`config.mk`:
```
export PLATFORM = sky130hd
export DESIGN_NAME = exec_mask_popcount
export DESIGN_NICKNAME = d
export VERILOG_FILES = /design/src/rtl/exec_mask_popcount.sv
export SDC_FILE = /design/constraint.sdc
export NUM_CORES = 1
export LEC_CHECK = 0
export BUFFER_PORTS_ARGS = -buffer_cell sky130_fd_sc_hd__clkbuf_2
export CORE_AREA = 5 5 139 141
export DETAILED_ROUTE_END_ITERATION = 7
export DIE_AREA = 0 0 144 146
export GPL_TIMING_DRIVEN = 0
export HOLD_SLACK_MARGIN = 0.12
export PLACE_DENSITY = 0.54
export SYNTH_ARGS = -nofsm -noshare
export SYNTH_HDL_FRONTEND = slang
export SYNTH_SLANG_ARGS = --single-unit
```
`constraint.sdc`:
```
create_clock -name clk -period 15.8 [get_ports clk]
set_input_delay 1.58 -clock clk [delete_from_list [all_inputs] [get_ports clk]]
set_output_delay 1.58 -clock clk [all_outputs]
set_load 0.01 [all_outputs]
```
`src/rtl/exec_mask_popcount.sv`:
```
// Sequential popcount / first-active-lane unit for a 64-lane execute mask.
// Walks the latched mask 16 lanes per cycle into a 7-bit ripple accumulator.
module exec_mask_popcount (
    input  logic        clk,
    input  logic        rst_n,
    input  logic        start,
    input  logic [63:0] exec_mask,
    input  logic        abort,
    output logic        ready,
    output logic        busy,
    output logic        done,
    output logic [6:0]  count,
    output logic [5:0]  first_lane,
    output logic        none_active
);

    typedef enum logic [1:0] {
        ST_IDLE  = 2'd0,
        ST_COUNT = 2'd1,
        ST_DONE  = 2'd2
    } state_t;

    state_t      state_q, state_d;
    logic [63:0] mask_q, mask_d;
    logic [1:0]  idx_q, idx_d;
    logic [6:0]  acc_q, acc_d;
    logic [5:0]  first_q, first_d;
    logic        found_q, found_d;
    logic [6:0]  count_q, count_d;
    logic [5:0]  first_lane_q, first_lane_d;
    logic        none_active_q, none_active_d;
    logic        done_q, done_d;
    logic        busy_q, busy_d;

    logic [15:0] chunk;
    logic [4:0]  partial;
    logic [3:0]  lsb_idx;
    logic [6:0]  add_b;
    logic [6:0]  acc_sum;
    logic [6:0]  carry;

    assign chunk = mask_q[{idx_q, 4'b0000} +: 16];

    always_comb begin
        partial = 5'd0;
        for (int i = 0; i < 16; i++) begin
            partial = partial + {4'd0, chunk[i]};
        end
    end

    // Scan high-to-low so the lowest set bit is the last one written.
    always_comb begin
        lsb_idx = 4'd0;
        for (int i = 15; i >= 0; i--) begin
            if (chunk[i]) begin
                lsb_idx = 4'(i);
            end
        end
    end

    // Accumulator adder: chain of full-adder cells, final carry never needed.
    assign add_b    = {2'b00, partial};
    assign carry[0] = 1'b0;
    generate
        for (genvar gi = 0; gi < 7; gi++) begin : g_ripple
            assign acc_sum[gi] = acc_q[gi] ^ add_b[gi] ^ carry[gi];
            if (gi < 6) begin : g_carry
                assign carry[gi+1] = (acc_q[gi] & add_b[gi]) |
                                     (carry[gi] & (acc_q[gi] ^ add_b[gi]));
            end
        end
    endgenerate

    always_comb begin
        state_d       = state_q;
        mask_d        = mask_q;
        idx_d         = idx_q;
        acc_d         = acc_q;
        first_d       = first_q;
        found_d       = found_q;
        count_d       = count_q;
        first_lane_d  = first_lane_q;
        none_active_d = none_active_q;
        done_d        = 1'b0;

        case (state_q)
            ST_IDLE, ST_DONE: begin
                if (start) begin
                    mask_d  = exec_mask;
                    acc_d   = 7'd0;
                    found_d = 1'b0;
                    first_d = 6'd0;
                    idx_d   = 2'd0;
                    state_d = ST_COUNT;
                end else begin
                    state_d = ST_IDLE;
                end
            end
            ST_COUNT: begin
                if (abort) begin
                    state_d = ST_IDLE;
                end else begin
                    acc_d = acc_sum;
                    if (!found_q && (chunk != 16'd0)) begin
                        found_d = 1'b1;
                        first_d = {idx_q, lsb_idx};
                    end
                    idx_d = idx_q + 2'd1;
                    if (idx_q == 2'd3) begin
                        state_d       = ST_DONE;
                        done_d        = 1'b1;
                        count_d       = acc_sum;
                        first_lane_d  = found_d ? first_d : 6'd0;
                        none_active_d = ~found_d;
                    end
                end
            end
            default: state_d = ST_IDLE;
        endcase

        busy_d = (state_d == ST_COUNT);
    end

    always_ff @(posedge clk or negedge rst_n) begin
        if (!rst_n) begin
            state_q       <= ST_IDLE;
            mask_q        <= 64'd0;
            idx_q         <= 2'd0;
            acc_q         <= 7'd0;
            first_q       <= 6'd0;
            found_q       <= 1'b0;
            count_q       <= 7'd0;
            first_lane_q  <= 6'd0;
            none_active_q <= 1'b0;
            done_q        <= 1'b0;
            busy_q        <= 1'b0;
        end else begin
            state_q       <= state_d;
            mask_q        <= mask_d;
            idx_q         <= idx_d;
            acc_q         <= acc_d;
            first_q       <= first_d;
            found_q       <= found_d;
            count_q       <= count_d;
            first_lane_q  <= first_lane_d;
            none_active_q <= none_active_d;
            done_q        <= done_d;
            busy_q        <= busy_d;
        end
    end

    assign ready       = (state_q != ST_COUNT);
    assign busy        = busy_q;
    assign done        = done_q;
    assign count       = count_q;
    assign first_lane  = first_lane_q;
    assign none_active = none_active_q;

endmodule

```
==> results of run 1 <==
[worst reg2reg max path: cells and delay by family (launching register included)]
| family | cells | cell delay [ps] |
|---|---|---|
| adder cells (fa/ha/maj) | 11 | 4710 |
| multiplexers | 2 | 860 |
| buffers and inverters | 6 | 680 |
| flip-flops | 1 | 380 |
[metal layers]
layer	share of wire	GRT usage	vias up	wire length (microns)
met5	0	0	-	0
met4	0.0065	0.0297	0	87
met3	0.051	0.0342	6	681
met2	0.48	0.213	98	6360
met1	0.47	0.188	1789	6220
li1	-	-	1806	-
[final cells by class]
| cell class | instances | area share |
|---|---|---|
| Timing Repair Buffer | 85 | 0.0756 |
| Clock inverter | 4 | 0.00462 |
| Buffer | 25 | 0.0231 |
| Sequential cell | 98 | 0.412 |
| Inverter | 31 | 0.0195 |
| Clock buffer | 12 | 0.0414 |
| Multi-Input combinational cell | 345 | 0.376 |
| Tap cell | 229 | 0.0481 |
[Yosys cell counts, drive strengths merged]
cell type,number,area [sq um]
inv,31,116
ha,9,113
nor2b,2,12.5
a32o,1,10.0
and2,2,12.5
a31o,2,17.5
o21ai,13,65.1
mux2i,3,30.0
nand4,1,21.3
buf,4,38.8
a2bb2oi,1,8.76
nand2,219,822
clkbuf,21,98.9
a21oi,5,25.0
and3,2,12.5
nand3,9,45.0
nor2,12,47.6
o31ai,2,15.0
o41ai,1,8.76
nor3,3,15.0
dfrtp,98,2450
o21a,1,7.51
a22o,1,10.0
nor4,3,40.0
a21o,1,7.51
and3b,1,10.0
a221oi,1,8.76
o22ai,1,6.26
xor2,1,8.76
mux4,16,402
or2,1,6.26
a22oi,3,22.5
mux2,7,82.6
nand2b,3,18.8
xnor2,2,17.5
fa,14,280
o311a,1,10.0
nand3b,1,20.0
[cell families after synthesis]
| logic type | synth area share |
|---|---|
| DFF | 0.496 |
| and+or+nand+nor | 0.219 |
| buffers and inverters | 0.0514 |
| xor gates and xnor gates | 0.00531 |
| AOI/OAI and AO/OA | 0.0450 |
| muxes | 0.104 |
| adders and majority gates | 0.0794 |
[worst max path at each step]
| stage | from | to | slack, ps | cells past startpoint |
|---|---|---|---|---|
| after floorplan | idx_q[0]$_DFFE_PN0P_ | count[5]$_DFFE_PN0P_ | 9440 | 19 |
| after global placement | idx_q[0]$_DFFE_PN0P_ | count[5]$_DFFE_PN0P_ | 9140 | 19 |
| after detailed placement | idx_q[0]$_DFFE_PN0P_ | count[5]$_DFFE_PN0P_ | 9040 | 19 |
| after CTS | idx_q[0]$_DFFE_PN0P_ | count[5]$_DFFE_PN0P_ | 9020 | 19 |
| after global routing | idx_q[0]$_DFFE_PN0P_ | count[5]$_DFFE_PN0P_ | 8760 | 19 |
| final | idx_q[0]$_DFFE_PN0P_ | count[5]$_DFFE_PN0P_ | 9050 | 19 |
[flip-flops by register name (all words and copies together), names as in the netlist]
signal,flops
acc_q,7
state_q,2
found_q,1
first_lane,6
first_q,6
count,7
busy,1
none_active,1
mask_q,64
done,1
idx_q,2
[per-stage QoR]
step,worst slack (ps),cells,utilization,area [sq um]
2_1_floorplan,9440,499,-,4950
3_3_place_gp,9140,812,0.317,5650
3_5_place_dp,9040,813,0.319,5680
4_1_cts,9020,829,0.334,5960
5_1_grt,8760,829,0.334,5960
6_report,9050,829,0.334,5960
==> run metrics, run 1 <==
status completed; worst min path class register to register; IO Port Bufs 84; CP delay by family, top adder cells; gr ovfl total 0; path depth of the worst reg2reg path 19; Filler Cell Count roughly 1,900; Least-Margin Pin Slew ~670 ps; skew final just over 6 ps; gr usage total 0.135; clock insertion delay at the later pin of the skew report around 350 ps; syn avg cell area 9.91 sq um; DP HPWL between 10,000 and 15,000 microns; synthesized cell area just under 5000 sq um; WS Path Type register to register; Routed Wire Length ~13,000 microns; Reg2Reg Capture Point count[5]$_DFFE_PN0P_; Max Fclk between 0.1 and 0.15 GHz; crit-path max FO 10; Die Width around 140 microns; WHS Endpoint mask_q[40]$_DFFE_PN0P_; critical path, cell by cell buf_6 > buf_12 > mux4_1 > inv_1 > fa_1 > fa_1 > inv_1 > fa_1 > inv_1 > fa_1 > inv_1 > ha_1 > fa_1 > fa_1 > fa_1 > fa_1 > fa_1 > ha_1 > mux2_2; buffers plus inverters on the worst setup path 6; hold path depth 2; CTS Buf Count 9; clk sinks slightly below 100; via count between 3,000 and 4,000; layout cells sized above 1 0.207; Seq cells post-synth slightly below 100; clock root buffer master clkbuf_16; Max Buffers Root-to-Sink 2; Starting Density 0.277; Synthesized Nets 590; Setup crit start kind register; Rows between 40 and 50; via/cell ratio about 4.5; Iter 0 DRT Violations around 280; largest net degree at the start of global routing 55; DRT Pass-1 Iters 4; H-Tree Depth 3; most used cell, CP fa_1; commonest non-fill, non-tap cell in the layout nand2_1; crit end category register; initial antenna violation count 0; Final period util 0.427; Wirelength per Cell approximately 16 microns; Remaining DRCs 0; IO Pins 85; CP max-delay cell mux4_1; part of the Yosys area used for sequential elements 0.496; Period minus WS final 6750 ps; RSZ-0062 raised after global routing false; post-CTS sizing 0; core outline area about 18,000 sq um; Nets approximately 700; WP data arrival 6980 ps; remaining antenna violation count 0; register area 2450 sq um; Post-Syn Instances roughly 500; max_slew headroom 0.550; final hold slack about 470 ps; Max stage delay on crit path between 500 and 600 ps; TritonCTS clock tree built; cts hold-fix bufs 0; vias in the first global route roughly 4,100; Cell variety after synth between 40 and 50; max-slew violations 0; CP Data Required Time roughly 16,000 ps; most frequent cells in the layout 219 x nand2_1, 98 x dfrtp_1, 83 x clkbuf_2, 31 x inv_1, 21 x clkbuf_1; setup violators final 0; GP Congestion 0.796; Area growth syn-to-layout 20.4%; Final Hold Fails 0; reg-to-reg slack, setup 9050 ps; area of the multi-input gates 2240 sq um; Clock transition at path regs approximately 70 ps; ANT cells 0; worst hold start mask_q[40]$_DFFE_PN0P_; Yosys warning count 0; RR Startpoint idx_q[0]$_DFFE_PN0P_; # Post-CTS Setup Buffers 0; Die Area around 21,000 sq um; first-pass GRT wire length around 22,000 microns; height of the die 146 microns; Final TNS setup 0 ps; maxcap violations 0
Power of run 1 is not shown: default switching activity piles up to over one toggle a cycle in this logic, so the estimate is an artifact.
==> inputs of run 2 (changes only) <==
--- a/config.mk
+++ b/config.mk
@@ -5,13 +5,14 @@
 export SDC_FILE = /design/constraint.sdc
 export NUM_CORES = 1
 export LEC_CHECK = 0
+export ABC_AREA = 1
 export BUFFER_PORTS_ARGS = -buffer_cell sky130_fd_sc_hd__clkbuf_2
 export CORE_AREA = 5 5 139 141
 export DETAILED_ROUTE_END_ITERATION = 7
 export DIE_AREA = 0 0 144 146
 export GPL_TIMING_DRIVEN = 0
 export HOLD_SLACK_MARGIN = 0.12
-export PLACE_DENSITY = 0.54
+export PLACE_DENSITY = 0.56
 export SYNTH_ARGS = -nofsm -noshare
 export SYNTH_HDL_FRONTEND = slang
 export SYNTH_SLANG_ARGS = --single-unit
==> constraint.sdc (replaced) <==
create_clock -name clk -period 6.2 [get_ports clk]
set_input_delay 0.62 -clock clk [delete_from_list [all_inputs] [get_ports clk]]
set_output_delay 0.62 -clock clk [all_outputs]
set_load 0.01 [all_outputs]
==> run metrics, run 2 <==
RSZ-0062 raised after global routing true; biggest area consumer among synthesized cells dfrtp_1; Max stage delay on crit path between 500 and 600 ps; gr usage total 0.137; Routed Wire Length roughly 14,000 microns; max_slew headroom 0.525; number of flip-flops in the largest register 64; crit end category register; Filler Cell Count around 1,900; Area growth syn-to-layout 26.0%; worst min path class input pin to async pin; Remaining DRCs 0; Nets 800; Least-Margin Pin Slew 710 ps; most common cell in the netlist nand2_1; maxcap violations 0; layout cells sized above 1 0.221; Util after Layout 0.347; Synthesized Nets 686; Clock transition at path regs 60 ps; top cells by count, synth 279 x nand2_1, 98 x dfrtp_1, 44 x inv_1; vias in the first global route 4,154; DP HPWL about 10,000 microns; ANT cells 0; Synth Flop Type dfrtp_1; Seq cells post-synth 98; synthesized cell area between 4000 and 5000 sq um; status completed; setup violators final 0; TritonCTS clock tree built; syn avg cell area 8.25 sq um; Die Area around 21,000 sq um; first-pass GRT wire length 22,300 microns; CTS Buf Count 9; part of the Yosys area used for sequential elements 0.499; Largest Register mask_q; commonest non-fill, non-tap cell in the layout nand2_1; skew final a little over 10 ps; Max Fclk 0.163 GHz; WP data arrival 6400 ps; Period minus WS final roughly 6100 ps; Rows 49; most frequent cells in the layout 278 x nand2_1, 98 x dfrtp_1, 83 x clkbuf_2, 40 x inv_1, 24 x nor2_1; area of the multi-input gates ~2200 sq um; register area approximately 2500 sq um; Starting Density 0.275; clk sinks 98; buffers plus inverters on the worst setup path 7; Setup crit start kind register; Final Hold Fails 0; final hold slack between 200 and 300 ps; Post-Syn Instances 595; critical path, cell by cell buf_6 > inv_8 > buf_6 > nand2_2 > a32o_2 > fa_1 > fa_1 > inv_2 > fa_1 > inv_2 > fa_1 > inv_1 > ha_2 > fa_1 > fa_2 > fa_2 > fa_2 > fa_2 > ha_4 > inv_2 > o31ai_1; DRT Pass-1 Iters 4; Final TNS setup 0 ps; cts hold-fix bufs 0; Final WS setup about 52 ps; height of the die between 100 and 150 microns; CP max-delay cell fa_1; Post-synth EDFFs 0; GP Congestion ~0.83; Final period util 0.992; Cell variety after synth 35; gr ovfl total 0; IO Pins 85; largest net degree at the start of global routing 59; IO Port Bufs 84; H-Tree Depth 3; clock insertion delay at the later pin of the skew report 350 ps; Yosys warning count 0; most used cell, CP fa_1; remaining antenna violation count 0; top-area cell type share of the netlist area 0.499; Die Width around 140 microns; initial antenna violation count 0; CP Data Required Time roughly 6500 ps; Iter 0 DRT Violations approximately 260; clock root buffer master clkbuf_16; via count between 4,000 and 5,000; Async S/R FF share, synth 1.00; CP delay by family, top adder cells; crit-path max FO 7; Wirelength per Cell 14.3 microns; max-slew violations 0; WS Path Type register to register; Max Buffers Root-to-Sink 2; via/cell ratio around 4.3; core outline area around 18,000 sq um; Area contributors post-synth dfrtp_1 50%, nand2_1 21%, fa_1 5.7%; DP Worst Slack -716 ps
-- run 2: cell count changes after synthesis, moves of 5 or more --
cell,previous run,this run
mux4_1,11,0
a32o_1,1,6
o21ai_0,12,24
nor2_1,11,24
nand2_1,219,279
o21ai_1,1,10
o31ai_1,2,7
inv_1,31,44
mux4_2,5,0
buf_2,0,8
mux2_2,6,0
-- run 2: final cells by class --
class	count	area share
buffer	26	0.0307
clock inverter	3	0.00647
sequential	98	0.396
inverter	50	0.0328
timing repair buffer	103	0.0942
clock buffer	11	0.0408
tap	229	0.0463
multi-input combinational	421	0.352
-- run 2: timing repair --
item,4_1_cts,5_1_grt
gates resized for setup,30,12
endpoints found under the hold margin,0,0
setup endpoints to repair,8,5
cloned,0,1
buffers inserted,10,7
pin swaps,8,5
-- run 2: worst paths after layout --
path / slack, ps / cells past startpoint / endpoint / startpoint
max in group asynchronous: 5190 / 2 / mask_q[37]$_DFFE_PN0P_ / rst_n
min: 300 / 1 / count[1]$_DFFE_PN0P_ / rst_n
max reg2reg: 50 / 21 / acc_q[5]$_DFFE_PN0P_ / idx_q[0]$_DFFE_PN0P_
min in group clk: 460 / 3 / mask_q[36]$_DFFE_PN0P_ / exec_mask[36]
min reg2reg: 480 / 2 / mask_q[25]$_DFFE_PN0P_ / mask_q[25]$_DFFE_PN0P_
max: 50 / 21 / acc_q[5]$_DFFE_PN0P_ / idx_q[0]$_DFFE_PN0P_
-- run 2: through the flow --
step	cells	area, sq um
global route	941	6190
CTS	933	6100
floorplan	595	4910
finish	941	6190
detailed placement	909	5650
global placement	908	5620
-- run 2: per-layer routing --
metal  routed length (microns)  GRT usage
met3                       731     0.0411
met2                      6150      0.206
met5                         0          0
met1                      6520      0.197
met4                       110     0.0240
-- run 2: logic make-up (layout without fill, tap and decap cells) --
group | after synthesis | in the layout | share of synthesized area
xor gates and xnor gates | 3 | 3 | 0.00535
buffers and inverters | 76 | 193 | 0.0645
adders and majority gates | 23 | 23 | 0.0800
DFF | 98 | 98 | 0.499
AOI/OAI and AO/OA | 69 | 69 | 0.0887
and+or+nand+nor | 326 | 326 | 0.262
Power of run 2 is left out for the same reason.
